## src/rtl/ring_router_pkg.sv

```systemverilog
// Shared constants for the two-VC bidirectional ring router: header bit positions,
// port indices and the fixed requester wiring of the per-output arbiters.
package ring_router_pkg;

    localparam int unsigned CW     = 0;
    localparam int unsigned CCW    = 1;
    localparam int unsigned PE     = 2;
    localparam int unsigned NPORTS = 3;
    localparam int unsigned NVC    = 2;

    function automatic int unsigned VC_BIT(input int unsigned psize);
        return psize - 1;
    endfunction

    function automatic int unsigned DIR_BIT(input int unsigned psize);
        return psize - 2;
    endfunction

    function automatic int unsigned HOP_MSB(input int unsigned psize);
        return psize - 9;
    endfunction

    function automatic int unsigned HOP_LSB(input int unsigned psize, input int unsigned hop_width);
        return psize - 8 - hop_width;
    endfunction

    // Input port feeding requester k (0 = ring side, 1 = other) of an output's arbiter.
    function automatic int unsigned ARB_SRC(input int unsigned out_port, input logic k);
        case (out_port)
            CW:      return k ? PE : CW;
            CCW:     return k ? PE : CCW;
            default: return k ? CCW : CW;
        endcase
    endfunction

endpackage

```

## src/rtl/router_vc_fifo.sv

```systemverilog
// Count-based circular buffer holding one virtual channel of a router port.
// DEPTH may be any integer >= 1; pointers wrap explicitly at DEPTH-1.
module router_vc_fifo
    import ring_router_pkg::*;
#(
    parameter int unsigned WIDTH = 64,
    parameter int unsigned DEPTH = 1
) (
    input  logic             clk,
    input  logic             reset,
    input  logic             i_push,
    input  logic [WIDTH-1:0] i_din,
    input  logic             i_pop,
    output logic [WIDTH-1:0] o_dout,
    output logic             o_full,
    output logic             o_empty
);

    localparam int unsigned AW   = (DEPTH > 1) ? $clog2(DEPTH) : 1;
    localparam int unsigned CNTW = $clog2(DEPTH + 1);
    localparam logic [AW-1:0] LAST = AW'(DEPTH - 1);

    logic [WIDTH-1:0] r_mem [DEPTH];
    logic [AW-1:0]    r_rd;
    logic [AW-1:0]    r_wr;
    logic [CNTW-1:0]  r_cnt;
    logic             w_push_ok;
    logic             w_pop_ok;

    function automatic logic [AW-1:0] next_ptr(input logic [AW-1:0] ptr);
        return (ptr == LAST) ? '0 : ptr + 1'b1;
    endfunction

    assign o_full    = (r_cnt == CNTW'(DEPTH));
    assign o_empty   = (r_cnt == '0);
    assign o_dout    = r_mem[r_rd];
    assign w_push_ok = i_push && !o_full;
    assign w_pop_ok  = i_pop && !o_empty;

    always_ff @(posedge clk) begin
        if (reset) begin
            r_rd  <= '0;
            r_wr  <= '0;
            r_cnt <= '0;
        end else begin
            if (w_push_ok) begin
                r_mem[r_wr] <= i_din;
                r_wr        <= next_ptr(r_wr);
            end
            if (w_pop_ok) begin
                r_rd <= next_ptr(r_rd);
            end
            if (w_push_ok && !w_pop_ok) begin
                r_cnt <= r_cnt + 1'b1;
            end else if (w_pop_ok && !w_push_ok) begin
                r_cnt <= r_cnt - 1'b1;
            end
        end
    end

endmodule

```

## src/rtl/ring_router_vc.sv

```systemverilog
// Bidirectional ring router node with two time-multiplexed VCs per port: links use
// VC[polarity] while the switch moves VC[~polarity], so no buffer is pushed and popped together.
module ring_router_vc
    import ring_router_pkg::*;
#(
    parameter int unsigned PACKET_SIZE = 64,
    parameter int unsigned BUF_DEPTH   = 1,
    parameter int unsigned HOP_WIDTH   = 8
) (
    input  logic                   clk,
    input  logic                   reset,
    output logic                   polarity,
    input  logic                   cwsi,
    output logic                   cwri,
    input  logic [PACKET_SIZE-1:0] cwdi,
    input  logic                   ccwsi,
    output logic                   ccwri,
    input  logic [PACKET_SIZE-1:0] ccwdi,
    input  logic                   pesi,
    output logic                   peri,
    input  logic [PACKET_SIZE-1:0] pedi,
    output logic                   cwso,
    input  logic                   cwro,
    output logic [PACKET_SIZE-1:0] cwdo,
    output logic                   ccwso,
    input  logic                   ccwro,
    output logic [PACKET_SIZE-1:0] ccwdo,
    output logic                   peso,
    input  logic                   pero,
    output logic [PACKET_SIZE-1:0] pedo
);

    localparam int unsigned P  = PACKET_SIZE;
    localparam int unsigned DB = DIR_BIT(P);
    localparam int unsigned HM = HOP_MSB(P);
    localparam int unsigned HL = HOP_LSB(P, HOP_WIDTH);

    logic                                r_pol;
    logic [NPORTS-1:0]                   r_ptr;
    logic                                w_sw;
    logic [NPORTS-1:0]                   w_si, w_ro, w_ri, w_so;
    logic [NPORTS-1:0][P-1:0]            w_in_din, w_out_din, w_do, w_head, w_mod;
    logic [NPORTS-1:0][NVC-1:0]          w_in_push, w_in_pop, w_in_full, w_in_empty;
    logic [NPORTS-1:0][NVC-1:0]          w_out_push, w_out_pop, w_out_full, w_out_empty;
    logic [NPORTS-1:0][NVC-1:0][P-1:0]   w_in_dout, w_out_dout;
    logic [NPORTS-1:0][NPORTS-1:0]       w_route, w_rq, w_gnt;
    logic [NPORTS-1:0]                   w_r0, w_r1, w_g0, w_g1;

    assign w_sw     = ~r_pol;
    assign w_si     = {pesi, ccwsi, cwsi};
    assign w_ro     = {pero, ccwro, cwro};
    assign w_in_din = {pedi, ccwdi, cwdi};

    assign polarity = r_pol;
    assign cwri     = w_ri[CW];
    assign ccwri    = w_ri[CCW];
    assign peri     = w_ri[PE];
    assign cwso     = w_so[CW];
    assign ccwso    = w_so[CCW];
    assign peso     = w_so[PE];
    assign cwdo     = w_do[CW];
    assign ccwdo    = w_do[CCW];
    assign pedo     = w_do[PE];

    for (genvar p = 0; p < NPORTS; p++) begin : g_link
        assign w_ri[p]   = !w_in_full[p][r_pol];
        assign w_so[p]   = !w_out_empty[p][r_pol];
        assign w_do[p]   = w_so[p] ? w_out_dout[p][r_pol] : '0;
        assign w_head[p] = w_in_dout[p][w_sw];
        for (genvar v = 0; v < NVC; v++) begin : g_vc
            assign w_in_push[p][v] = w_si[p] && w_ri[p] && (r_pol == 1'(v));
            assign w_out_pop[p][v] = w_so[p] && w_ro[p] && (r_pol == 1'(v));
            assign w_in_pop[p][v]  = (w_sw == 1'(v)) && (|w_gnt[p]);

            router_vc_fifo #(.WIDTH(P), .DEPTH(BUF_DEPTH)) u_in (
                .clk     (clk),
                .reset   (reset),
                .i_push  (w_in_push[p][v]),
                .i_din   (w_in_din[p]),
                .i_pop   (w_in_pop[p][v]),
                .o_dout  (w_in_dout[p][v]),
                .o_full  (w_in_full[p][v]),
                .o_empty (w_in_empty[p][v])
            );

            router_vc_fifo #(.WIDTH(P), .DEPTH(BUF_DEPTH)) u_out (
                .clk     (clk),
                .reset   (reset),
                .i_push  (w_out_push[p][v]),
                .i_din   (w_out_din[p]),
                .i_pop   (w_out_pop[p][v]),
                .o_dout  (w_out_dout[p][v]),
                .o_full  (w_out_full[p][v]),
                .o_empty (w_out_empty[p][v])
            );
        end
    end

    // Ring inputs continue along the ring while hop[0] is set, consuming one hop per router.
    always_comb begin
        w_mod   = w_head;
        w_route = '0;
        if (w_head[CW][HL]) begin
            w_route[CW][CW]    = 1'b1;
            w_mod[CW][HM:HL]   = w_head[CW][HM:HL] >> 1;
        end else begin
            w_route[CW][PE]    = 1'b1;
        end
        if (w_head[CCW][HL]) begin
            w_route[CCW][CCW]  = 1'b1;
            w_mod[CCW][HM:HL]  = w_head[CCW][HM:HL] >> 1;
        end else begin
            w_route[CCW][PE]   = 1'b1;
        end
        if (w_head[PE][DB]) begin
            w_route[PE][CW]    = 1'b1;
        end else begin
            w_route[PE][CCW]   = 1'b1;
        end
    end

    for (genvar i = 0; i < NPORTS; i++) begin : g_req
        for (genvar o = 0; o < NPORTS; o++) begin : g_out
            assign w_rq[i][o] = w_route[i][o] && !w_in_empty[i][w_sw] && !w_out_full[o][w_sw];
        end
    end

    for (genvar o = 0; o < NPORTS; o++) begin : g_arb
        localparam int unsigned S0 = ARB_SRC(o, 1'b0);
        localparam int unsigned S1 = ARB_SRC(o, 1'b1);

        assign w_r0[o]      = w_rq[S0][o];
        assign w_r1[o]      = w_rq[S1][o];
        assign w_g0[o]      = w_r0[o] && (!w_r1[o] || !r_ptr[o]);
        assign w_g1[o]      = w_r1[o] && (!w_r0[o] || r_ptr[o]);
        assign w_out_din[o] = w_g0[o] ? w_mod[S0] : w_mod[S1];

        for (genvar v = 0; v < NVC; v++) begin : g_push
            assign w_out_push[o][v] = (w_g0[o] || w_g1[o]) && (w_sw == 1'(v));
        end

        for (genvar i = 0; i < NPORTS; i++) begin : g_gnt
            if (i == int'(S0)) begin : g_s0
                assign w_gnt[i][o] = w_g0[o];
            end else if (i == int'(S1)) begin : g_s1
                assign w_gnt[i][o] = w_g1[o];
            end else begin : g_none
                assign w_gnt[i][o] = 1'b0;
            end
        end
    end

    // Pointer moves to requester 1 after granting requester 0 and back after granting 1.
    always_ff @(posedge clk) begin
        if (reset) begin
            r_pol <= 1'b0;
            r_ptr <= '0;
        end else begin
            r_pol <= ~r_pol;
            r_ptr <= (r_ptr & ~(w_g0 | w_g1)) | w_g0;
        end
    end

endmodule

```

## config.mk

```make
export PLATFORM = sky130hd
export DESIGN_NAME = ring_router_vc
export DESIGN_NICKNAME = d
export VERILOG_FILES = /design/src/rtl/ring_router_pkg.sv /design/src/rtl/router_vc_fifo.sv /design/src/rtl/ring_router_vc.sv
export SDC_FILE = /design/constraint.sdc
export NUM_CORES = 1
export LEC_CHECK = 0
export CAP_MARGIN = 15
export CELL_PAD_IN_SITES_DETAIL_PLACEMENT = 1
export CELL_PAD_IN_SITES_GLOBAL_PLACEMENT = 2
export CORE_ASPECT_RATIO = 0.6
export CORE_MARGIN = 2
export CORE_UTILIZATION = 38
export DETAILED_ROUTE_END_ITERATION = 10
export HOLD_SLACK_MARGIN = 0.08
export PLACE_DENSITY = 0.75
export SYNTH_ARGS = -nofsm -noshare
export SYNTH_HDL_FRONTEND = slang
export SYNTH_SLANG_ARGS = --single-unit
```

## constraint.sdc

```tcl
create_clock -name clk -period 6.4 [get_ports clk]
set_input_delay 0.64 -clock clk [delete_from_list [all_inputs] [get_ports clk]]
set_output_delay 0.64 -clock clk [all_outputs]
set_load 0.01 [all_outputs]
```

# Word level (Yosys, flattened, before mapping)
# Memories as Yosys holds them, arrays and structs flattened.
# Index checks and enable logic that the tools add are counted.
# word_totals
word_cells	356
input_bits	200
ramBits	768
ff_bits	16
output_inout_bits	199
n_memories	12
# mem_list
name	words	width	rd	rd_ports_with_merged_regs	write_ports	line	source
g_link[0].g_vc[0].u_in.r_mem	1	64	1	0	1	router_vc_fifo.sv:23	logic [WIDTH-1:0] r_mem [DEPTH];
g_link[0].g_vc[0].u_out.r_mem	1	64	1	0	1	router_vc_fifo.sv:23	
g_link[0].g_vc[1].u_in.r_mem	1	64	1	0	1	router_vc_fifo.sv:23	
g_link[0].g_vc[1].u_out.r_mem	1	64	1	0	1	router_vc_fifo.sv:23	
g_link[1].g_vc[0].u_in.r_mem	1	64	1	0	1	router_vc_fifo.sv:23	
g_link[1].g_vc[0].u_out.r_mem	1	64	1	0	1	router_vc_fifo.sv:23	
+6 memories	--	--	--	--	--	--	
# op_classes
reduce_logical	177
bitwise_logic	17
n_addsub	24
n_lt_le_gt_ge	2
muxes	110
# ops
cell	n
2-to-1 mux 64 bit	18
logical AND 1 bit	96
2-to-1 mux 1 bit	90
logical NOT 1 bit	57
nonzero test 2 bit	12
2-to-1 mux 8 bit	2
NOT 1 bit	13
adder 1 bit, second input constant	12
subtractor 1 bit, second input constant	12
logical OR 1 bit	9
OR 3 bit	2
OR reduction 2 bit	3
< comparator 1 x 2 -> 1 bit, second input constant	2
bitwise AND 3 bit	1
NOT 3 bit	1

# Longest topological paths before layout
# logic_depth
depth_word	16
mapped_depth	8
ltp_nobuf	4

# Cells and area by module
# A second synthesis with hierarchy kept.
# hier_totals
cells_unflattened	1642
area_unflattened_um2	31900.6
# by_module_without_submodules
module	seq_area_each_um2	cells_each	area_each_um2	instances
router_vc_fifo	1941.9	69	1964.4	12
ring_router_vc	80.1	814	8328.0	1

# Worst setup path after synthesis
# OpenSTA, ideal clock, no wires.
# synth_path
path_kind	flip-flop to flip-flop
from	register r_pol (netlist: polarity)
to	memory g_link[0].g_vc[1].u_in.r_mem[0][0] (enable)
setup_time_ns	0.578
arrival_ns	5.981
n_path_buf	4
stages_incl_launch_ff	7
setup_slack_ns	-0.158
required_ns	5.822
period_less_slack_ns	6.558
cell_sequence	dfxtp_1 > buf_4 > buf_6 > buf_4 > buf_2 > nand2b_1 > nor3b_1
# synth_via
elab_chain_len	9
# synth_rtl
item	line	source
start, declared	ring_router_vc.sv:38	logic r_pol;
start signal, assigned	ring_router_vc.sv:159	r_pol <= ~r_pol;
2-to-1 mux 1 bit (not written as such) (2 in a row)	ring_router_vc.sv:66	assign w_ri[p] = !w_in_full[p][r_pol];
logical NOT 1 bit	ring_router_vc.sv:66	
logical AND 1 bit	ring_router_vc.sv:71	assign w_in_push[p][v] = w_si[p] && w_ri[p] && (r_pol == 1'(v));
logical AND 1 bit *	ring_router_vc.sv:71	
logical AND 1 bit *	router_vc_fifo.sv:37	assign w_push_ok = i_push && !o_full;
2-to-1 mux 1 bit *	router_vc_fifo.sv:46	if (w_push_ok) begin
2-to-1 mux 1 bit *	router_vc_fifo.sv:41	if (reset) begin
2-to-1 mux 1 bit (not written as such) *	router_vc_fifo.sv:47	r_mem[r_wr] <= i_din;
end, declared	router_vc_fifo.sv:23	
# Every way passes the cells marked *; elsewhere a longest branch is shown, timed or not. The select of a mux whose other input is x is not followed.

# Worst setup path after layout
# layout_path
from	register r_pol (netlist: polarity)
to	output port ccwdo[31]
# layout_via
elab_chain_len	3
elab_cells_between_ends	5
cone_classes	5 x mux
# layout_rtl
item	line	source
2-to-1 mux 64 bit (not written as such) / 2-to-1 mux 1 bit (equally long branches) (2 in a row)	ring_router_vc.sv:68, ring_router_vc.sv:67	
2-to-1 mux 64 bit *	ring_router_vc.sv:68	assign w_do[p] = w_so[p] ? w_out_dout[p][r_pol] : '0;
end, declared	ring_router_vc.sv:27	output logic [PACKET_SIZE-1:0] ccwdo,
# Marks and branches as above.

==> impl_metrics.env <==
export IMPL_vias=17400
export IMPL_rsz0062_at_grt="no"
export IMPL_fillers=7796
export IMPL_slew_headroom=0.199
export IMPL_min_period_over_period=0.721
export IMPL_drive_above_1_share=0.162
export IMPL_postCtsHoldBufs=0
export IMPL_yosysUniqueCellTypes=45
export IMPL_finClkSkew_ns=0.0225
export IMPL_synthesis_nets=1825
export IMPL_gr_total_overflow=0
export IMPL_drtIter0Drc=1658
export IMPL_ant_nets=0
export IMPL_numPortBuffers=398
export IMPL_worst_slack_ns=1.79
export IMPL_ios=399
export IMPL_die_area_sq_um=86300
export IMPL_dpl_cell_count=3098
export IMPL_coreArea_sq_um=83300
export IMPL_clk_latency_ns=0.62
export IMPL_period_minus_slack_ns=4.61
export IMPL_cts_tree="built"
export IMPL_whs_path_depth=1
export IMPL_clock_path_buffers=3
export IMPL_hpwlAfterDp_microns=57500
export IMPL_worstPathArrival_ns=3.97
export IMPL_synth_edff_count=768
export IMPL_fp_dieW_microns=378
export IMPL_row_count=82
export IMPL_synth_top_area_cell="edfxtp_1"
export IMPL_htree_levels=3
export IMPL_fp_dieH_microns=228
export IMPL_clkSlewWorstSetupHoldPaths_ns=0.06
export IMPL_hold_violations=0
export IMPL_place_congestion=0.797
export IMPL_setup_viol=0
export IMPL_p_leak_uw=0.0127
export IMPL_max_freq_mhz=217
export IMPL_yosysWarnings=0
export IMPL_yosys_top_cells_area="edfxtp_1, mux4_2, mux2i_1"
export IMPL_start_util=0.383
export IMPL_crit_type="register to output port"
export IMPL_dr_pass1_iters=5
export IMPL_yosys_register_bits=784
export IMPL_synth_seq_area_share=0.733
export IMPL_postRouteWirelength_microns=92500
export IMPL_start_kind="register"
export IMPL_post_route_drc_count=0
export IMPL_power_density_nw_per_um2=285
export IMPL_post_cts_setup_buffer_count=0
export IMPL_root_buffer="clkbuf_16"
export IMPL_cts_sinks=784
export IMPL_slew_viol_final=0
export IMPL_grt_pass1_wl_microns=132000
export IMPL_synth_top_area_share=0.723
export IMPL_grt_max_degree=109
export IMPL_cap_viol_max_count=0
export IMPL_multi_input_area_sq_um=7980
export IMPL_wl_per_cell_microns=28.5
export IMPL_antenna_found_initial=14
export IMPL_timing_hold_ws_ns=0.495
export IMPL_syn_avg_cell_area_sq_um=19.6
export IMPL_hp_class="register to register"
export IMPL_syn_area_sq_um=31900
export IMPL_fin_cells=3244
export IMPL_final_nets=2242
export IMPL_post_drt_via_cell_ratio=5.35
export IMPL_cts_buffers=76
export IMPL_status="completed"
export IMPL_synthArstFlopShare=0
export IMPL_grtUsageTotal=0.213
export IMPL_rr_worst_depth=5
export IMPL_tightest_slew_ns=1.20
export IMPL_required_ns=5.76
export IMPL_ir_worst_vdd_mv=0.175
export IMPL_area_delta_synth_final_pct=24.2
export IMPL_preCtsSetupSlack_ns=2.37
export IMPL_seq_area_sq_um=23400
export IMPL_synth_main_ff_cell="edfxtp_1"
export IMPL_critPathCaptureType="output port"
export IMPL_cts_resized=0
export IMPL_syn_inst=1625
export IMPL_grt_pass1_vias=18900
export IMPL_cp_max_fo=59
-- synth_stat cells (7+ instances only) --
cell / instances
mux4_1: 12
a21oi_1: 26
nor3b_1: 7
buf_6: 23
nor2_1: 209
mux4_2: 156
o21ai_1: 7
a211oi_1: 8
mux2i_1: 238
clkbuf_1: 22
buf_2: 42
dfxtp_1: 16
edfxtp_1: 768
mux2_2: 12
-- flip-flops by register name, indices dropped and copies added (netlist names) --
name	count
g_link.g_vc.u_in.r_mem	384
polarity	1
r_ptr	3
g_link.g_vc.u_out.r_mem	384
g_link.g_vc.u_out.o_full	6
g_link.g_vc.u_in.o_full	6
-- final timing paths --
check / endpoint / from / slack [ns]
setup reg to reg: g_link[0].g_vc[1].u_out.r_mem[0][52]$_DFFE_PP_ / polarity$_SDFF_PP0_ / 2.61
hold / removal: r_ptr[0]$_SDFF_PP0_ / r_ptr[0]$_SDFF_PP0_ / 0.49
hold reg to reg: r_ptr[0]$_SDFF_PP0_ / r_ptr[0]$_SDFF_PP0_ / 0.49
setup / recovery: ccwdo[31] / polarity$_SDFF_PP0_ / 1.79
-- metrics by stage --
stage	utilization	TNS (ns)	power, uW	cell area, sq um
6_report	0.475	0	11300	39600
5_1_grt	0.475	0	11600	39600
4_1_cts	0.475	0	11400	39600
3_5_place_dp	0.446	0	6980	37200
3_3_place_gp	0.446	0	6940	37200
2_1_floorplan	-	-30.43	6520	31900
-- critical path: stages (launching register included) --
cell             delay, ns
dfxtp_4               0.90
buf_4                 0.59
buf_4                 0.71
mux2i_1               0.17
nor2_1                0.28
clkdlybuf4s50_1       0.61
-- cells in the final DEF, fill, tap and decap left out, drive strengths merged, types with 2 or more instances in the layout --
master and instances:
a31oi 2, bufinv 5, a211oi 8, or2 6, nor3b 8, o21bai 3, o21ai 13, clkbuf 101
and3 4, dfxtp 16, and4b 2, a21boi 2, nor2 210, clkinv 30, clkdlybuf4s50 398, and3b 3
inv 11, clkinvlp 2, nor3 6, buf 39, a32o 2, o32ai 2, mux2i 240, edfxtp 768
diode 7, mux2 13, mux4 168, a21oi 26, o211ai 4, nand2 3
-- area by class of cell --
class | count | area share
antenna | 7 | 0.000442
inverter | 10 | 0.000948
multi-input combinational | 733 | 0.202
tap | 1134 | 0.0358
clock inverter | 38 | 0.00884
sequential | 784 | 0.590
timing repair buffer | 437 | 0.110
clock buffer | 101 | 0.0525
-- metal layers --
| layer | part of all wire | vias up | GRT usage |
|---|---|---|---|
| li1 | - | 7394 | - |
| met1 | 0.44 | 9157 | 0.296 |
| met2 | 0.47 | 639 | 0.337 |
| met3 | 0.073 | 148 | 0.0501 |
| met4 | 0.023 | 14 | 0.0576 |
| met5 | 0.0010 | - | 0 |
-- where the power goes --
group          leakage, uW  switching (uW)  internal, uW
sequential         0.00712            74.9          5830
combinational      0.00437             512           438
clock              0.00118            1930          2500
-- kinds of logic (layout without fill, tap and decap cells) --
group,count (synthesis),after routing,share of synthesized area
flip-flops,784,784,0.733
buffers and inverters,108,586,0.0204
AO/OA/AOI/OAI,64,64,0.0126
other,0,7,0
AND/OR/NAND/NOR,248,248,0.0338
multiplexers,421,421,0.200
No activity file was read; power rests on OpenSTA's default activity.
